--- config.mk ---
export PLATFORM = sky130hd
export DESIGN_NAME = usb_devstate_ctrl
export DESIGN_NICKNAME = d
export VERILOG_FILES = /design/src/rtl/usb_devstate_ctrl.sv
export SDC_FILE = /design/constraint.sdc
export NUM_CORES = 1
export LEC_CHECK = 0
export CORE_ASPECT_RATIO = 0.6
export CORE_UTILIZATION = 45
export CTS_CLUSTER_DIAMETER = 40
export CTS_CLUSTER_SIZE = 30
export DETAILED_ROUTE_END_ITERATION = 7
export HOLD_SLACK_MARGIN = 0.1
export PLACE_DENSITY = 0.76
export SLEW_MARGIN = 20
export SYNTH_ARGS = -nofsm -noshare
export SYNTH_HDL_FRONTEND = slang
export SYNTH_SLANG_ARGS = --single-unit
--- constraint.sdc ---
create_clock -name clk_4xrate -period 3.58 [get_ports clk_4xrate]
set_clock_uncertainty 0.05 [all_clocks]
set_input_delay 0.716 -clock clk_4xrate [delete_from_list [all_inputs] [get_ports clk_4xrate]]
set_output_delay 0.716 -clock clk_4xrate [all_outputs]
set_load 0.01 [all_outputs]
--- src/rtl/usb_devstate_ctrl.sv ---
// USB device-state controller: tracks the chapter-9 device state, the
// committed address and configuration, per-endpoint enable/halt flags and
// data-toggle resets, and sequences remote wakeup out of suspend.

// Per-endpoint halt flag and data-toggle reset pulse (one lane per non-control EP).
module usb_devstate_ep (
    input  logic clk_4xrate,
    input  logic rst1_sync,
    input  logic usb_rst,
    input  logic cfg_accept,
    input  logic ep_enable,
    input  logic ep_halt_set,
    input  logic ep_halt_clr,
    output logic ep_halt,
    output logic togglebit_rst
);

    // Halt flag: clear wins over set; set is only honoured on a usable endpoint.
    // A clear on an enabled endpoint resets its toggle even if it was not halted.
    always_ff @(posedge clk_4xrate) begin
        if (rst1_sync) begin
            ep_halt       <= 1'b0;
            togglebit_rst <= 1'b0;
        end else begin
            togglebit_rst <= cfg_accept | (ep_halt_clr & ep_enable);
            if (usb_rst || cfg_accept || ep_halt_clr)
                ep_halt <= 1'b0;
            else if (ep_halt_set && ep_enable)
                ep_halt <= 1'b1;
        end
    end

endmodule

module usb_devstate_ctrl #(
    parameter int NUM_EP              = 16,
    parameter int WAKEUP_IDLE_CYCLES  = 240000,
    parameter int WAKEUP_DRIVE_CYCLES = 48000
) (
    input  logic              clk_4xrate,
    input  logic              rst1_sync,
    input  logic              usb_rst,
    input  logic              usb_spnd,
    input  logic              device_addr_wr,
    input  logic [6:0]        device_addr,
    input  logic              addr_commit,
    input  logic              device_config_wr,
    input  logic [7:0]        device_config,
    input  logic [NUM_EP-1:1] ep_cfg_enable,
    input  logic [NUM_EP-1:1] ep_halt_set,
    input  logic [NUM_EP-1:1] ep_halt_clr,
    input  logic              remote_wakeup_en,
    input  logic              device_wakeup,
    output logic [2:0]        device_state,
    output logic [6:0]        dev_addr,
    output logic [7:0]        dev_config,
    output logic [NUM_EP-1:1] ep_enable,
    output logic [NUM_EP-1:1] ep_halt,
    output logic [NUM_EP-1:0] togglebit_rst,
    output logic              remote_wakeup,
    output logic              wakeup_busy
);

    localparam int IW = $clog2(WAKEUP_IDLE_CYCLES + 1);
    localparam int DW = $clog2(WAKEUP_DRIVE_CYCLES + 1);

    // Bit 2 of the encoding marks the suspended twin of each base state.
    typedef enum logic [2:0] {
        POWERED    = 3'd0,
        DEFAULT    = 3'd1,
        ADDRESSED  = 3'd2,
        CONFIGURED = 3'd3,
        SPND_PWR   = 3'd4,
        SPND_DFT   = 3'd5,
        SPND_ADDR  = 3'd6,
        SPND_CONF  = 3'd7
    } dev_state_t;

    typedef enum logic [1:0] {
        W_IDLE  = 2'd0,
        W_WAIT  = 2'd1,
        W_DRIVE = 2'd2,
        W_HOLD  = 2'd3
    } wake_state_t;

    dev_state_t        state;
    wake_state_t       wstate;
    logic [6:0]        addr_pend;
    logic [IW-1:0]     idle_cnt;
    logic [IW-1:0]     idle_nxt;
    logic [DW-1:0]     drv_cnt;
    logic              tog0_q;
    logic [NUM_EP-1:1] lane_tog;
    logic              suspended;
    logic              cfg_accept;

    assign device_state = state;
    assign suspended    = state[2];
    assign togglebit_rst = {lane_tog, tog0_q};

    // A bus reset in the same cycle overrides any configuration write.
    assign cfg_accept = device_config_wr && !usb_rst &&
                        (state == ADDRESSED || state == CONFIGURED);

    // Device state machine; transitions look at the committed address/config.
    always_ff @(posedge clk_4xrate) begin
        if (rst1_sync) begin
            state <= POWERED;
        end else begin
            case (state)
                POWERED:    if (usb_rst)                          state <= DEFAULT;
                            else if (usb_spnd)                    state <= SPND_PWR;
                DEFAULT:    if (usb_spnd)                         state <= SPND_DFT;
                            else if (dev_addr != 7'd0)            state <= ADDRESSED;
                ADDRESSED:  if (usb_rst || dev_addr == 7'd0)      state <= DEFAULT;
                            else if (usb_spnd)                    state <= SPND_ADDR;
                            else if (dev_config != 8'd0)          state <= CONFIGURED;
                CONFIGURED: if (usb_rst)                          state <= DEFAULT;
                            else if (usb_spnd)                    state <= SPND_CONF;
                            else if (dev_config == 8'd0)          state <= ADDRESSED;
                SPND_PWR:   if (usb_rst)                          state <= DEFAULT;
                            else if (!usb_spnd)                   state <= POWERED;
                SPND_DFT:   if (usb_rst)                          state <= DEFAULT;
                            else if (!usb_spnd)                   state <= DEFAULT;
                SPND_ADDR:  if (usb_rst)                          state <= DEFAULT;
                            else if (!usb_spnd)                   state <= ADDRESSED;
                SPND_CONF:  if (usb_rst)                          state <= DEFAULT;
                            else if (!usb_spnd)                   state <= CONFIGURED;
                default:                                          state <= POWERED;
            endcase
        end
    end

    // Address is staged until the status stage commits it; a write in the
    // commit cycle bypasses the stage so the fresh value takes effect.
    always_ff @(posedge clk_4xrate) begin
        if (rst1_sync || usb_rst) begin
            addr_pend <= 7'd0;
            dev_addr  <= 7'd0;
        end else begin
            if (device_addr_wr)
                addr_pend <= device_addr;
            if (addr_commit)
                dev_addr <= device_addr_wr ? device_addr : addr_pend;
        end
    end

    // Active configuration register.
    always_ff @(posedge clk_4xrate) begin
        if (rst1_sync || usb_rst)
            dev_config <= 8'd0;
        else if (cfg_accept)
            dev_config <= device_config;
    end

    // Endpoints are usable only while configured and not suspended.
    always_ff @(posedge clk_4xrate) begin
        if (rst1_sync)
            ep_enable <= '0;
        else
            ep_enable <= ep_cfg_enable & {(NUM_EP-1){state == CONFIGURED}};
    end

    // EP0 toggle reset follows bus reset, re-pulsing while it is held.
    always_ff @(posedge clk_4xrate) begin
        if (rst1_sync)
            tog0_q <= 1'b0;
        else
            tog0_q <= usb_rst;
    end

    for (genvar i = 1; i < NUM_EP; i++) begin : g_ep
        usb_devstate_ep ep_lane (
            .clk_4xrate    (clk_4xrate),
            .rst1_sync     (rst1_sync),
            .usb_rst       (usb_rst),
            .cfg_accept    (cfg_accept),
            .ep_enable     (ep_enable[i]),
            .ep_halt_set   (ep_halt_set[i]),
            .ep_halt_clr   (ep_halt_clr[i]),
            .ep_halt       (ep_halt[i]),
            .togglebit_rst (lane_tog[i])
        );
    end

    // Next value of the saturating suspended-cycle counter.
    always_comb begin
        idle_nxt = '0;
        if (suspended)
            idle_nxt = (idle_cnt == IW'(WAKEUP_IDLE_CYCLES)) ? idle_cnt : idle_cnt + IW'(1);
    end

    // Suspended-cycle counter register.
    always_ff @(posedge clk_4xrate) begin
        if (rst1_sync)
            idle_cnt <= '0;
        else
            idle_cnt <= idle_nxt;
    end

    // Remote wakeup sequencer. Drive starts in the cycle the idle counter
    // reaches saturation, so K is never driven before the minimum idle time.
    always_ff @(posedge clk_4xrate) begin
        if (rst1_sync || usb_rst) begin
            wstate        <= W_IDLE;
            remote_wakeup <= 1'b0;
            wakeup_busy   <= 1'b0;
            drv_cnt       <= '0;
        end else begin
            case (wstate)
                W_IDLE: begin
                    if (device_wakeup && suspended && remote_wakeup_en) begin
                        wstate      <= W_WAIT;
                        wakeup_busy <= 1'b1;
                    end
                end
                W_WAIT: begin
                    if (!usb_spnd) begin
                        wstate      <= W_IDLE;
                        wakeup_busy <= 1'b0;
                    end else if (idle_nxt == IW'(WAKEUP_IDLE_CYCLES)) begin
                        wstate        <= W_DRIVE;
                        remote_wakeup <= 1'b1;
                        drv_cnt       <= '0;
                    end
                end
                W_DRIVE: begin
                    if (drv_cnt == DW'(WAKEUP_DRIVE_CYCLES - 1)) begin
                        wstate        <= W_HOLD;
                        remote_wakeup <= 1'b0;
                    end else begin
                        drv_cnt <= drv_cnt + DW'(1);
                    end
                end
                W_HOLD: begin
                    if (!usb_spnd) begin
                        wstate      <= W_IDLE;
                        wakeup_busy <= 1'b0;
                    end
                end
                default: begin
                    wstate        <= W_IDLE;
                    remote_wakeup <= 1'b0;
                    wakeup_busy   <= 1'b0;
                end
            endcase
        end
    end

endmodule

# Word level (Yosys, flattened, before mapping)
# Cells that the tools add are included.
# totals
regBits	109
input_bits	69
out_inout_bits	66
word_cells	210
# op_classes
addsub	2
n_eq_ne	29
muxes	39
bitwise_logic	31
n_reduce_logical	68
# ops
cell	count
$mux W3	18
$mux W16	3
$eq A18 B18 Y1 const B	2
$mux W18	2
$pmux W16 S2	1
$reduce_or A2 Y1	16
$pmux W3 S8	1
$ne A3 B3 Y1 const B	7
$logic_and A1 B1 Y1	19
$logic_or A1 B1 Y1	19
$add A18 B1 Y18 const B	1
$add A16 B1 Y16 const B	1
$eq A16 B16 Y1 const B	1
$and A1 B1 Y1	15
$and A15 B15 Y15	1
$or A1 B1 Y1	15
$ne A2 B2 Y1 const B	7
$eq A3 B3 Y1 const B	4
$reduce_and A4 Y1	3
$mux W2	5
$logic_not A8 Y1	1
$pmux W2 S4	1
$reduce_and A8 Y1	1
$reduce_bool A8 Y1	1
other kinds (16)	24

# Logic depth before layout (Yosys ltp)
# logic_depth
word_depth	7
depth_mapped	10
depth_no_buf	9

# By module
# From an unflattened synthesis, not the netlist that was laid out.
# unflattened
hier_cells	512
hier_area_um2	4633.2
# by_module_without_submodules
module	instances	cells_per_inst	area_per_inst_um2	seq_area_each_um2
usb_devstate_ctrl	1	407	3657.3	1581.5
usb_devstate_ep	15	7	65.1	40.0

# Worst setup path before layout
# Ideal clock, no wire load.
# synth_timing
kind	flip-flop to flip-flop
from	register idle_cnt[3]
to	register drv_cnt[11]
setup_ps	72
arrival_time_ps	2466
setup_slack_ps	992
path_stages_with_launch	9
n_path_buf	1
path_cell_list	dfxtp_1 -> nand3_2 -> or4_1 -> buf_2 -> or3_1 -> a21oi_2 -> nand4_4 -> a2111oi_2 -> mux2i_1
# synth_between
elab_chain_len	6
# synth_rtl
element	line_no	source
from (decl)	89	logic [IW-1:0] idle_cnt;
from (signal assigned)	198	idle_cnt <= idle_nxt;
$add A18 B1 Y18 or $eq A18 B18 Y1 (tied branches)	190	idle_nxt = (idle_cnt == IW'(WAKEUP_IDLE_CYCLES)) ? idle_cnt : idle_cnt + IW'(1);
$mux W18 (*)	190	
$mux W18 (*)	189	if (suspended)
$eq A18 B18 Y1 (*)	221	end else if (idle_nxt == IW'(WAKEUP_IDLE_CYCLES)) begin
$ne A2 B2 Y1 (no line) (*)	n/a	
$reduce_and A4 Y1 (no line) (*)	n/a	
to (signal assigned)	232	drv_cnt <= drv_cnt + DW'(1);
to (decl)	91	logic [DW-1:0] drv_cnt;
# Every way passes the cells marked *; elsewhere a longest branch is shown, timed or not.
# A chain may end at the register's enable or synchronous reset.

# Worst setup path after layout
# layout_timing
from	register idle_cnt[1]
to	register drv_cnt[10]
# The elaborated chain is that of the path after synthesis.

==> results.toml <==
[clock_tree]
numCtsBuffers = 9
htree_levels = 3
clock-sinks = 109
clock_latency_ns = 0.34
postCtsResizedCells = 0
cts_tree = "built"
clk_pin_slew_ns = 0.07
postCtsSetupBuffers = 0
clock_path_buffers = 2
cts_hold_buf = 0
root_buffer = "clkbuf_16"

[yosys]
syn-cell-area_sq_um = 4850
yosys.area.top_type_share_pct = 45.0
synth-compound-area-share_pct = 12.7
avgSynthCellArea_sq_um = 8.61
synth_area_leaders = "dfxtp_1 45%, buf_4 7.1%, a21oi_1 6.3%"
seq_area_frac_synth_pct = 45.0
synth_adder_area_share_pct = 0.775
synthTopCellsByCount = "109 x dfxtp_1, 61 x a21oi_1, 58 x nand2_1"
yosysWarnings = 0
synth_enable_flop_cells = 0
synth_cells = 563
synth_most_common_cell = "dfxtp_1"
synth_nets = 635
synth-xor-area-share_pct = 3.07
synth_top_family_by_area = "simple AND/OR/NAND/NOR gates"
synth_top_area_cell = "dfxtp_1"
ys_seq_elements = 109
synth-async-reset-ratio_pct = 0
synthSimpleGateAreaFrac_pct = 24.6
ys_types = 51
yosys-mux-area-fraction_pct = 3.72
ys.flop_type = "dfxtp_1"

[min_path]
min_path_type = "register to register"

[sta]
period_minus_slack_ns = 3.16
max-slew-margin-rel_pct = 50.2
fin_crit_sh_pct = 88.2
finalSetupViolCount = 0
rsz0062_at_grt = "no"
fin_tns_setup_ns = 0
finalHoldViolations = 0
slew_viol_final = 0
fmax_mhz = 317
worst_pin_slew_ns = 0.740

[die]
num_io_pins = 135
initial_utilization_pct = 47.7
fp.dieW_microns = 136
rows = 28
die-area_sq_um = 11200
die_h_microns = 82.4
core_area_sq_um = 10200

[global_route]
gr-total-overflow = 0
antenna_found_initial = 0
grt_pass1_vias = 3777
grt_pass1_wl_microns = 18700
grt_start_max_net_pins = 29
grtUsageTotal_pct = 21.6

[final_layout]
fin_nets = 714
n_fill_cell = 882
area_growth_pct = 28.5
finish.instance_area_sq_um = 6220
drive_gt1_share_pct = 4.64
num_antenna_cells = 0

[placed_design]
routabilityCongestion = 0.782
port_buffers = 134
dp_hpwl_microns = 9080
placed_area_sq_um = 5950

[worst_setup_path]
crit_path_start_kind = "register"
required_ns = 3.81
crit_path_end_kind = "register"
cp.arrival_ns = 3.39
ff2ff_setup_slack_ns = 0.42
critPathMaxFanout = 23
critical_path_class = "register to register"

[detailed_routing]
vias = 4120
first_pass_iters = 5
routed_wl_microns = 12100
drt_iter0_drc = 194
antenna_left = 0
viasPerCell = 5.27
post_drt_wl_per_cell_microns = 15.5
drc = 0

[run]
maxCapViolations = 0

[outcome]
status = "completed"

[power]
ir_drop_mv = 0.221
finalPower_mw = 2.43
p_per_area_nw_per_um2 = 391
leakage_nw = 2.03
report_power, final:
group | internal (mW) | switching (mW)
Combinational | 0.141 | 0.112
Clock | 0.473 | 0.449
Sequential | 1.23 | 0.0253
Total | 1.85 | 0.586
area by class of cell:
cell class                      instances  area [sq um]  share of cell area [%]
Timing Repair Buffer                  140          1390                    22.3
Multi-Input combinational cell        370          2170                    34.9
Tap cell                              135           169                    2.71
Clock inverter                          5          37.5                   0.603
Clock buffer                           11           233                    3.74
Inverter                               12          45.0                   0.724
Sequential cell                       109          2180                    35.1
critical path, stage by stage, from the launching register on:
cell	delay [ns]
dfxtp_1	0.44
ha_1	0.29
nand2_1	0.15
nor4_1	0.65
nand4_1	0.16
a31oi_1	0.36
nand4_4	0.28
buf_4	0.30
a21oi_1	0.21
mux2i_1	0.20
per-stage QoR:
step                      setup slack, ns  utilization [%]  cells  hold slack, ns
final                               0.421             61.3    782           0.426
after global routing                0.146             61.3    782           0.445
after CTS                           0.479             61.3    782           0.428
after detailed placement            0.499             58.6    766           0.418
after global placement              0.663             58.6    766           0.410
after floorplan                     0.992                -    563           0.400
kinds of logic after synthesis:
kind of cell | after synthesis
and+or+nand+nor | 232
muxes | 18
adders and majority gates | 3
AOI/OAI and AO/OA | 100
DFF | 109
buffers and inverters | 84
xor gates and xnor gates | 17
flip-flops by register name, summed over array words and instances, names as in the netlist, named ones only:
signal                      flops
g_ep.ep_lane.togglebit_rst     15
dev_config                      8
dev_addr                        7
wakeup_busy                     1
device_state                    3
idle_cnt                       18
remote_wakeup                   1
wstate                          1
addr_pend                       7
g_ep.ep_lane.ep_halt           15
tog0_q                          1
ep_enable                      15
drv_cnt                        16
cell usage in the layout (no fill, tap or decap), drive strengths merged, types with 3 or more instances in the layout:
master	n
nor3	25
a211oi	9
xnor2	12
a21oi	62
ha	3
nand3b	10
nand4	9
nor2b	4
mux2i	18
inv	12
buf	6
nor4	5
a211o	3
xor2	5
clkbuf	11
nand2	58
and2	16
dfxtp	109
or3	9
nand2b	5
clkinvlp	5
clkdlybuf4s50	134
or4	5
nand3	29
a31oi	3
o21ai	9
nor2	45
metal layers:
metal	wire, microns	global-route usage, %
met4	121	5.56
met5	0	0
met3	738	6.53
met2	5280	32.4
met1	5970	30.2
final timing paths:
| path | from | endpoint | cells after the start |
|---|---|---|---|
| worst max-delay path | idle_cnt[1] | drv_cnt[10] | 9 |
| worst min register to register | dev_config[2] | dev_config[2] | 2 |
| worst max register to register | idle_cnt[1] | drv_cnt[10] | 9 |
| worst min-delay path | dev_config[2] | dev_config[2] | 2 |
Note: power is estimated with default switching activity, not from simulation.
